`src/rtl/elevator_pkg.sv`:
```
// Shared types and constants for the elevator controller.
// Contents: FSM state encoding, direction codes driven on direccion, and the
// floor-index width helper used by the interface and the controller.
package elevator_pkg;

  typedef enum logic [1:0] {
    StIdle     = 2'd0,
    StMoving   = 2'd1,
    StDoorOpen = 2'd2
  } state_e;

  localparam logic [1:0] DIR_NONE = 2'b00;
  localparam logic [1:0] DIR_UP   = 2'b01;
  localparam logic [1:0] DIR_DOWN = 2'b10;

  // Floor index width; never narrower than one bit.
  function automatic int unsigned floor_w(input int unsigned num_floors);
    return (num_floors > 1) ? $clog2(num_floors) : 1;
  endfunction

endpackage

```
`src/rtl/elevator_if.sv`:
```
// Bundle between the building (call buttons, displays) and the controller.
// Signals: llamadas (per-floor calls in), piso, direccion, puertas_abiertas,
// llegada, pendientes (status out). With DOOR_HOLD_EN defined, boton_abrir
// (door-hold button) is added as an input to the controller.
// Modports: master = building side, slave = controller side.
interface elevator_if
  import elevator_pkg::*;
#(
  parameter int unsigned NUM_FLOORS = 4
);
  localparam int unsigned FLOOR_W = floor_w(NUM_FLOORS);

  logic [NUM_FLOORS-1:0] llamadas;
  logic [FLOOR_W-1:0]    piso;
  logic [1:0]            direccion;
  logic                  puertas_abiertas;
  logic                  llegada;
  logic [NUM_FLOORS-1:0] pendientes;
`ifdef DOOR_HOLD_EN
  logic                  boton_abrir;
`endif

  modport master (
    output llamadas,
`ifdef DOOR_HOLD_EN
    output boton_abrir,
`endif
    input  piso,
    input  direccion,
    input  puertas_abiertas,
    input  llegada,
    input  pendientes
  );

  modport slave (
    input  llamadas,
`ifdef DOOR_HOLD_EN
    input  boton_abrir,
`endif
    output piso,
    output direccion,
    output puertas_abiertas,
    output llegada,
    output pendientes
  );

endinterface

```
`src/rtl/elevator_req_scan.sv`:
```
// Combinational scan of the outstanding-call vector relative to the cab.
// Ports: pend_i (latched calls), piso_i (current floor);
//        here_o (call at piso), above_o (any call above), below_o (any below).
module elevator_req_scan
  import elevator_pkg::*;
#(
  parameter int unsigned NUM_FLOORS = 4,
  localparam int unsigned FLOOR_W = floor_w(NUM_FLOORS)
) (
  input  logic [NUM_FLOORS-1:0] pend_i,
  input  logic [FLOOR_W-1:0]    piso_i,
  output logic                  here_o,
  output logic                  above_o,
  output logic                  below_o
);

  // Loop compare instead of pend_i[piso_i] so non-power-of-two floor counts
  // never index past the vector.
  always_comb begin
    here_o  = 1'b0;
    above_o = 1'b0;
    below_o = 1'b0;
    for (int unsigned i = 0; i < NUM_FLOORS; i++) begin
      if (FLOOR_W'(i) == piso_i) here_o  = here_o  | pend_i[i];
      if (FLOOR_W'(i) >  piso_i) above_o = above_o | pend_i[i];
      if (FLOOR_W'(i) <  piso_i) below_o = below_o | pend_i[i];
    end
  end

endmodule

```
`src/rtl/elevator_ctrl.sv`:
```
// SCAN-order elevator controller for NUM_FLOORS floors.
// Ports: clk, rst_n (synchronous, active low), bus (elevator_if.slave):
//   llamadas in, piso / direccion / puertas_abiertas / llegada / pendientes out.
// Optional: define DOOR_HOLD_EN to add bus.boton_abrir, which holds the doors
// open during the dwell and opens them from idle without a call.
module elevator_ctrl
  import elevator_pkg::*;
#(
  parameter int unsigned NUM_FLOORS    = 4,
  parameter int unsigned TRAVEL_CYCLES = 50000000,
  parameter int unsigned DOOR_CYCLES   = 100000000,
  parameter int unsigned RESET_FLOOR   = 0
) (
  input logic       clk,
  input logic       rst_n,
  elevator_if.slave bus
);

  localparam int unsigned FLOOR_W = floor_w(NUM_FLOORS);
  localparam int unsigned MaxCyc  = (TRAVEL_CYCLES > DOOR_CYCLES) ? TRAVEL_CYCLES : DOOR_CYCLES;
  localparam int unsigned CntW    = $clog2(MaxCyc);
  localparam logic [CntW-1:0] TravelLast = CntW'(TRAVEL_CYCLES - 1);
  localparam logic [CntW-1:0] DoorLast   = CntW'(DOOR_CYCLES - 1);

  state_e                state_q, state_d;
  logic [FLOOR_W-1:0]    piso_q, piso_d;
  logic [1:0]            dir_q, dir_d;
  logic                  doors_q, doors_d;
  logic                  llegada_q, llegada_d;
  logic [NUM_FLOORS-1:0] pend_q, pend_d;
  logic [CntW-1:0]       timer_q, timer_d;

  logic                  here, above, below;
  logic                  hold;
  logic [FLOOR_W-1:0]    piso_step;
  logic                  step_call;
  logic                  ahead, behind;
  logic [1:0]            dir_fwd, dir_rev;
  logic                  clr_en;
  logic [FLOOR_W-1:0]    clr_floor;

`ifdef DOOR_HOLD_EN
  assign hold = bus.boton_abrir;
`else
  assign hold = 1'b0;
`endif

  elevator_req_scan #(
    .NUM_FLOORS(NUM_FLOORS)
  ) u_scan (
    .pend_i (pend_q),
    .piso_i (piso_q),
    .here_o (here),
    .above_o(above),
    .below_o(below)
  );

  // Direction-relative view; DIR_NONE falls back to the idle preference (up).
  always_comb begin
    if (dir_q == DIR_DOWN) begin
      ahead   = below;
      behind  = above;
      dir_fwd = DIR_DOWN;
      dir_rev = DIR_UP;
    end else begin
      ahead   = above;
      behind  = below;
      dir_fwd = DIR_UP;
      dir_rev = DIR_DOWN;
    end
  end

  // Floor reached at the end of the current hop and whether it has a call.
  always_comb begin
    piso_step = (dir_q == DIR_DOWN) ? piso_q - FLOOR_W'(1) : piso_q + FLOOR_W'(1);
    step_call = 1'b0;
    for (int unsigned i = 0; i < NUM_FLOORS; i++) begin
      if (FLOOR_W'(i) == piso_step) step_call = pend_q[i];
    end
  end

  always_comb begin
    state_d   = state_q;
    piso_d    = piso_q;
    dir_d     = dir_q;
    doors_d   = doors_q;
    llegada_d = 1'b0;
    timer_d   = timer_q;
    clr_en    = 1'b0;
    clr_floor = piso_q;

    unique case (state_q)
      StIdle: begin
        if (here || hold) begin
          state_d = StDoorOpen;
          doors_d = 1'b1;
          timer_d = '0;
          clr_en  = here;
        end else if (above) begin
          state_d = StMoving;
          dir_d   = DIR_UP;
          timer_d = '0;
        end else if (below) begin
          state_d = StMoving;
          dir_d   = DIR_DOWN;
          timer_d = '0;
        end else begin
          dir_d = DIR_NONE;
        end
      end

      StMoving: begin
        if (timer_q == TravelLast) begin
          piso_d    = piso_step;
          llegada_d = 1'b1;
          timer_d   = '0;
          if (step_call) begin
            state_d   = StDoorOpen;
            doors_d   = 1'b1;
            clr_en    = 1'b1;
            clr_floor = piso_step;
          end
        end else begin
          timer_d = timer_q + CntW'(1);
        end
      end

      StDoorOpen: begin
        if (here) begin
          // Late call for this floor: absorb it and restart the dwell.
          timer_d = '0;
          clr_en  = 1'b1;
        end else if (hold) begin
          timer_d = '0;
        end else if (timer_q == DoorLast) begin
          doors_d = 1'b0;
          timer_d = '0;
          if (ahead) begin
            state_d = StMoving;
            dir_d   = dir_fwd;
          end else if (behind) begin
            state_d = StMoving;
            dir_d   = dir_rev;
          end else begin
            state_d = StIdle;
            dir_d   = DIR_NONE;
          end
        end else begin
          timer_d = timer_q + CntW'(1);
        end
      end

      default: begin
        state_d = StIdle;
        dir_d   = DIR_NONE;
        doors_d = 1'b0;
        timer_d = '0;
      end
    endcase

    // Service clear beats a same-cycle set of the same bit.
    pend_d = (pend_q | bus.llamadas)
             & ~(clr_en ? (NUM_FLOORS'(1) << clr_floor) : {NUM_FLOORS{1'b0}});
  end

  always_ff @(posedge clk) begin
    if (!rst_n) begin
      state_q   <= StIdle;
      piso_q    <= FLOOR_W'(RESET_FLOOR);
      dir_q     <= DIR_NONE;
      doors_q   <= 1'b0;
      llegada_q <= 1'b0;
      pend_q    <= '0;
      timer_q   <= '0;
    end else begin
      state_q   <= state_d;
      piso_q    <= piso_d;
      dir_q     <= dir_d;
      doors_q   <= doors_d;
      llegada_q <= llegada_d;
      pend_q    <= pend_d;
      timer_q   <= timer_d;
    end
  end

  assign bus.piso             = piso_q;
  assign bus.direccion        = dir_q;
  assign bus.puertas_abiertas = doors_q;
  assign bus.llegada          = llegada_q;
  assign bus.pendientes       = pend_q;

endmodule

```
`src/flat_wrapper.sv`:
```
// flat-port wrapper written by rule: the top's interface ports become plain ports
module elevator_ctrl_flat import elevator_pkg::*;
#(
  parameter int unsigned NUM_FLOORS    = 4,
  parameter int unsigned TRAVEL_CYCLES = 50000000,
  parameter int unsigned DOOR_CYCLES   = 100000000,
  parameter int unsigned RESET_FLOOR   = 0
)
  (clk, rst_n, bus_llamadas, bus_piso, bus_direccion, bus_puertas_abiertas, bus_llegada, bus_pendientes);
  elevator_if #(.NUM_FLOORS(NUM_FLOORS)) bus_i ();
  input logic clk;
  input logic rst_n;
  input wire logic [$bits(bus_i.llamadas)-1:0] bus_llamadas;
  output wire logic [$bits(bus_i.piso)-1:0] bus_piso;
  output wire logic [$bits(bus_i.direccion)-1:0] bus_direccion;
  output wire logic [$bits(bus_i.puertas_abiertas)-1:0] bus_puertas_abiertas;
  output wire logic [$bits(bus_i.llegada)-1:0] bus_llegada;
  output wire logic [$bits(bus_i.pendientes)-1:0] bus_pendientes;
  assign bus_i.llamadas = bus_llamadas;
  assign bus_piso = bus_i.piso;
  assign bus_direccion = bus_i.direccion;
  assign bus_puertas_abiertas = bus_i.puertas_abiertas;
  assign bus_llegada = bus_i.llegada;
  assign bus_pendientes = bus_i.pendientes;
  elevator_ctrl #(.NUM_FLOORS(NUM_FLOORS), .TRAVEL_CYCLES(TRAVEL_CYCLES), .DOOR_CYCLES(DOOR_CYCLES), .RESET_FLOOR(RESET_FLOOR)) u_core (.clk(clk), .rst_n(rst_n), .bus(bus_i));
endmodule
```
`config.mk`:
```
export PLATFORM = sky130hd
export DESIGN_NAME = elevator_ctrl_flat
export DESIGN_NICKNAME = d
export VERILOG_FILES = /design/src/rtl/elevator_pkg.sv /design/src/rtl/elevator_if.sv /design/src/rtl/elevator_req_scan.sv /design/src/rtl/elevator_ctrl.sv /design/src/flat_wrapper.sv
export SDC_FILE = /design/constraint.sdc
export NUM_CORES = 1
export LEC_CHECK = 0
export CAP_MARGIN = 20
export CORE_MARGIN = 5
export CORE_UTILIZATION = 53
export CTS_CLUSTER_SIZE = 12
export DETAILED_ROUTE_END_ITERATION = 7
export GPL_TIMING_DRIVEN = 0
export MAX_ROUTING_LAYER = met4
export PLACE_DENSITY_LB_ADDON = 0.15
export SKIP_CTS_REPAIR_TIMING = 1
export SLEW_MARGIN = 20
export SYNTH_ARGS = -nofsm -noshare
export SYNTH_HDL_FRONTEND = slang
export SYNTH_SLANG_ARGS = --single-unit
export TNS_END_PERCENT = 100
```
`constraint.sdc`:
```
create_clock -name clk -period 2.5 [get_ports clk]
set_clock_uncertainty 0.05 [all_clocks]
set_input_delay 0.375 -clock clk [delete_from_list [all_inputs] [get_ports clk]]
set_output_delay 0.375 -clock clk [all_outputs]
set_load 0.02 [all_outputs]
```
==> metrics.md, run 1 <==
| Metric | Value |
|---|---|
| Status | finished with violations |
| Violated checks | setup timing |
| Synthesized area | 0.00244 mm2 |
| Setup CP Type | reg2reg |
| Max Buffers Root-to-Sink | 2 |
| Core Util, Final | 70.9% |
| Largest net degree at the start of global routing | 11 |
| GRT Resource Usage Total | 22.3% |
| Crit. Startpoint | u_core.timer_q[9]$_SDFFE_PN0P_ |
| Sequential share of the synthesized area | 31.9% |
| ANT nets after route | 0 |
| Static leakage | 1.08 nW |
| Top-count cell post-synth | dfxtp_1 |
| Syn_nets | 327 |
| CTS tree | built |
| DR pass1 iterations | 5 |
| CTS buffer count | 5 |
| Maximum VDD drop | 0.000469 V |
| Crit. End Element | flip-flop |
| Initial DRC Count | 278 |
| DIE AREA | 0.00607 mm2 |
| Crit-path leading delay family | simple AND/OR/NAND/NOR gates |
| I/O Pins | 16 |
| Sink Count | 39 |
| Post-Layout Inst Area | 0.00313 mm2 |
| Reg2reg start | u_core.timer_q[9]$_SDFFE_PN0P_ |
| H-tree depth | 2 |
| HP Start | u_core.timer_q[1]$_SDFFE_PN0P_ |
| Placed Cells | 376 |
| Fmax | 388 MHz |
| Core area | 0.00441 mm2 |
| Num rows | 24 |
| GRT overflow | 0 |
| Max-cap violations | 0 |
| Power Density | 606 mW/mm2 |
| Nets@finish | 365 |
| Number of distinct library cells after synthesis | 54 |
| Worst path bufs/invs | 0 |
| Layout Cells excl Fill | 399 |
| Tcrit/Tclk final | 103% |
| Worst-margin pin slew | 581 ps |
| Hold_ws | 442 ps |
| First-pass GRT wire length | 10900 um |
| Root Driver | clkbuf_8 |
| RSZ-0062 raised after global routing | yes |
| Top post-synthesis cells by area | dfxtp_1 32%, ha_1 5.6%, o21ai_0 5.3%, nand3_1 4.3%, nor3_1 3.5% |
| WP data required | 2680 ps |
| CP Cell Sequence | or4_4 > nor4b_4 > a41oi_2 > or2_4 > or4_4 > a21oi_2 |
| Drt total wl | 7420 um |
| Relative max-transition margin | 61.3% |
| Final setup viols | 6 |
| Post-layout min period | 2580 ps |
| Initial antenna violation count | 0 |
| Vias in the first global route | 2306 |
| Top cell by count, worst path | or4_4 |
| Post-detailed-route wirelength per cell | 18.6 um |
| Area growth from synthesis to layout | 28.1% |
| Starting Density | 55.4% |
| Final Hold Fails | 0 |
| Post-synth EDFFs | 0 |
| Ant diodes | 0 |
| Synth top area share | 31.9% |
| Post-synthesis area per instance | 7.89 um2 |
| Via density per instance | 6.60 |
| Port buffer count | 14 |
| Total power | 1.90 mW |
| Flops & latches, synth | 39 |
| DP HPWL | 4700 um |
| Min-Delay Path Class | reg2reg |
| Synth cell count leaders | 39 x dfxtp_1, 26 x o21ai_0, 22 x nor2_1, 21 x nand2_1, 21 x nand3_1 |
| Clk slew on worst S/H paths | 70 ps |
| Gp weighted congestion | 0.876 |
| Synth async-reset ratio | 0% |
| DRC violations left | 0 |
| Worst-Skew Late Latency | 300 ps |
| Arrival time at the worst endpoint | 2750 ps |
| Synth area leader | dfxtp_1 |
| Crit-path max FO | 7 |
| Startpoint Class | flip-flop |
| Final WS setup | -77.5 ps |
| Die Span Y | 77.9 um |
| Max incr delay on CP | 590 ps |
| Die width | 77.9 um |
| Worst path slowest cell | or4_4 |
| Fin. max-slew vios | 0 |
| Synth Warn # | 0 |
| Layout cells sized above 1 | 23.6% |
| Placed Area | 0.00267 mm2 |
| Main flop type after synthesis | dfxtp_1 |
| Via count | 2635 |
| Syn Inst Count | 310 |
power breakdown:
part | switching (mW) | total (mW) | internal, mW
logic | 0.472 | 0.804 | 0.332
clock network | 0.216 | 0.402 | 0.186
registers | 0.0358 | 0.691 | 0.655
final cells by class:
cell class / count / area (um2)
Inverter: 19 / 73.8
Fill cell: 333 / 1280
Multi-Input combinational cell: 242 / 1780
Clock buffer: 6 / 72.6
Timing Repair Buffer: 33 / 290
Buffer: 8 / 52.6
Tap cell: 52 / 65.1
Sequential cell: 39 / 801
worst register-to-register path, cell delays in order, from the launching register on:
cell and delay [ps]:
dfxtp_2 360, or4_4 590, nor4b_4 420, a41oi_2 190
or2_4 300, or4_4 490, a21oi_2 120
metrics by stage:
stage	setup TNS, ps	setup WS, ps
finish	-153	-77.5
global route	-1090	-109
CTS	-12430	-698
detailed placement	-11910	-686
global placement	-10120	-609
floorplan	0	16.9
path summary, 6_finish.rpt:
path / to / slack [ps] / cells past startpoint
max: u_core.state_q[1]$_SDFFE_PN0P_ / -80 / 6
min: u_core.timer_q[1]$_SDFFE_PN0P_ / 440 / 2
max reg2reg: u_core.state_q[1]$_SDFFE_PN0P_ / -80 / 6
min reg2reg: u_core.timer_q[1]$_SDFFE_PN0P_ / 440 / 2
state kept, by name, summed over array words and instances, names as in the netlist:
| name | flops |
|---|---|
| u_core.bus.direccion | 2 |
| u_core.bus.llegada | 1 |
| u_core.bus.pendientes | 4 |
| u_core.bus.piso | 2 |
| u_core.bus.puertas_abiertas | 1 |
| u_core.state_q | 2 |
| u_core.timer_q | 27 |
cell families after synthesis:
family          Yosys count  synth area share [%]
compound gates           84                  22.4
flops                    39                  31.9
buf+inv                  30                  4.71
mux                       3                  1.74
simple gates            138                  31.8
xor+xnor                  5                  1.79
fa+ha+maj                11                  5.63
layer usage:
metal	wire length, um	GRT usage [%]	up-vias
met5	0	-	-
met4	191	6.42	0
met2	3430	32.9	138
met3	649	4.51	24
met1	3150	30.8	1236
li1	-	-	1237
cells in the final DEF (no fill, tap or decap), types with 4 or more instances in the layout:
master / instances
nor3_1: 13
nand4_1: 7
and2_1: 5
nand2_1: 20
nor4_1: 4
a21oi_1: 13
dfxtp_2: 7
clkbuf_8: 5
xnor2_1: 4
a31oi_1: 8
o21ai_0: 25
buf_6: 4
or4_1: 6
dfxtp_1: 29
and3_1: 7
a22o_1: 9
o211ai_1: 4
clkdlybuf4s50_1: 14
ha_1: 9
clkbuf_1: 5
inv_1: 16
nand3_1: 19
nor2_1: 20
buf_4: 17
Power figures use the tool's default switching activity.
==> run 2, diff against run 1 <==
CORE_UTILIZATION = 45   (was 53)
DONT_BUFFER_PORTS = 1   (was default)
==> metrics.md, run 2 (same netlist as run 1, synthesis figures left out) <==
| Metric | Value |
|---|---|
| Status | finished with violations |
| Violated checks | setup timing |
| Routed length on met3 | 569 um |
| Post-detailed-route wirelength per cell | 18.4 um |
| Initial DRC Count | 246 |
| Tcrit/Tclk final | 105% |
| Die width | 83.7 um |
| Clk slew on worst S/H paths | 80 ps |
| Initial antenna violation count | 0 |
| Max-cap violations | 0 |
| Maximum VDD drop | 0.000262 V |
| Port buffer count | 0 |
| DP HPWL | 4780 um |
| Fillers | 453 |
| Final WS setup | -115 ps |
| Worst path slowest cell | or4_4 |
| Commonest non-fill, non-tap cell in the layout | dfxtp_1 |
| Via density per instance | 6.25 |
| Worst path bufs/invs | 2 |
| CTS buffer count | 5 |
| Placed Area | 0.00255 mm2 |
| Crit-path leading delay family | simple AND/OR/NAND/NOR gates |
| Worst-Skew Late Latency | 290 ps |
| CTS tree | built |
| Nets@finish | 356 |
| Layout Cells excl Fill | 409 |
| Arrival time at the worst endpoint | 2750 ps |
| Power Density | 603 mW/mm2 |
| Layout cells sized above 1 | 26.8% |
| I/O Pins | 16 |
| Min-Delay Path Class | in2reg |
| Area growth from synthesis to layout | 27.6% |
| Sink Count | 39 |
| Core Util, Final | 60.0% |
| GRT overflow | 0 |
| Largest net degree at the start of global routing | 12 |
| Post-Layout Inst Area | 0.00312 mm2 |
| Starting Density | 47.0% |
| Final Hold Fails | 0 |
| Pre-CTS setup slack | -744 ps |
| H-tree depth | 2 |
| Static leakage | 1.12 nW |
| Max incr delay on CP | 580 ps |
| Worst-margin pin slew | 646 ps |
| WP data required | 2630 ps |
| Post-layout min period | 2620 ps |
| Gp weighted congestion | 0.922 |
| Relative max-transition margin | 56.6% |
| Total power | 1.88 mW |
| RSZ-0062 raised after global routing | yes |
| Crit-path max FO | 8 |
| Setup CP Type | reg2reg |
| Via count | 2556 |
| DR pass1 iterations | 5 |
| Root Driver | clkbuf_8 |
| Post-Route Setup TNS | -861 ps |
| Largest register FFs | 27 |
| Reg with most FFs | u_core.timer_q |
| DRC violations left | 0 |
| Fmax | 382 MHz |
| DIE AREA | 0.00701 mm2 |
| Placed Cells | 380 |
| Die Span Y | 83.7 um |
| Drt total wl | 7510 um |
| ANT nets after route | 0 |
| Fin. max-slew vios | 0 |
| Vias in the first global route | 2169 |
| GRT Resource Usage Total | 19.2% |
| Crit. End Element | flip-flop |
| Top sig layer | met4 |
| CP Cell Sequence | or4_4 > nor4b_4 > buf_4 > a31oi_4 > o211ai_4 > buf_6 > nor2_4 > a221o_1 |
| Ant diodes | 0 |
| Startpoint Class | flip-flop |
| Final setup viols | 14 |
| Core area | 0.00520 mm2 |
| Commonest non-fill, non-tap cells in the layout | 28 x dfxtp_1, 20 x o21ai_0, 20 x nor2_1, 20 x buf_4 |
| First-pass GRT wire length | 10800 um |
| Wl on met1 | 3460 um |
| Num rows | 26 |
| Routed length on met2 | 3300 um |
| Max Buffers Root-to-Sink | 2 |
| Hold_ws | 216 ps |
-- run 2: layout make-up --
type                       instances  area (um2)  area share (%)
inverter                          19        78.8            2.53
clock buffer                       7        76.3            2.45
buffer                             9        61.3            1.96
timing repair buffer              23         190            6.09
tap                               70        87.6            2.81
sequential                        39         807            25.9
multi-input combinational        242        1820            58.3
-- run 2: routing by layer --
metal / up-vias / track usage, %
li1: 1227 / -
met1: 1197 / 27.9
met2: 114 / 26.6
met3: 18 / 3.95
met4: 0 / 5.85
met5: - / -
-- run 2: path summary, 6_finish.rpt --
| check | start | to | slack [ps] | cells after the start |
|---|---|---|---|---|
| min reg2reg | u_core.timer_q[1]$_SDFFE_PN0P_ | u_core.timer_q[1]$_SDFFE_PN0P_ | 450 | 2 |
| max reg2reg | u_core.timer_q[11]$_SDFFE_PN0P_ | u_core.timer_q[23]$_SDFFE_PN0P_ | -120 | 8 |
| min | bus_llamadas[3] | u_core.bus.pendientes[3]$_SDFF_PN0_ | 220 | 1 |
| max | u_core.timer_q[11]$_SDFFE_PN0P_ | u_core.timer_q[23]$_SDFFE_PN0P_ | -120 | 8 |
-- run 2: power breakdown --
group	switching [mW]	internal, mW	leakage [nW]	total (mW)
clock network	0.214	0.192	0.0383	0.406
logic	0.450	0.312	0.753	0.761
registers	0.0629	0.653	0.323	0.716
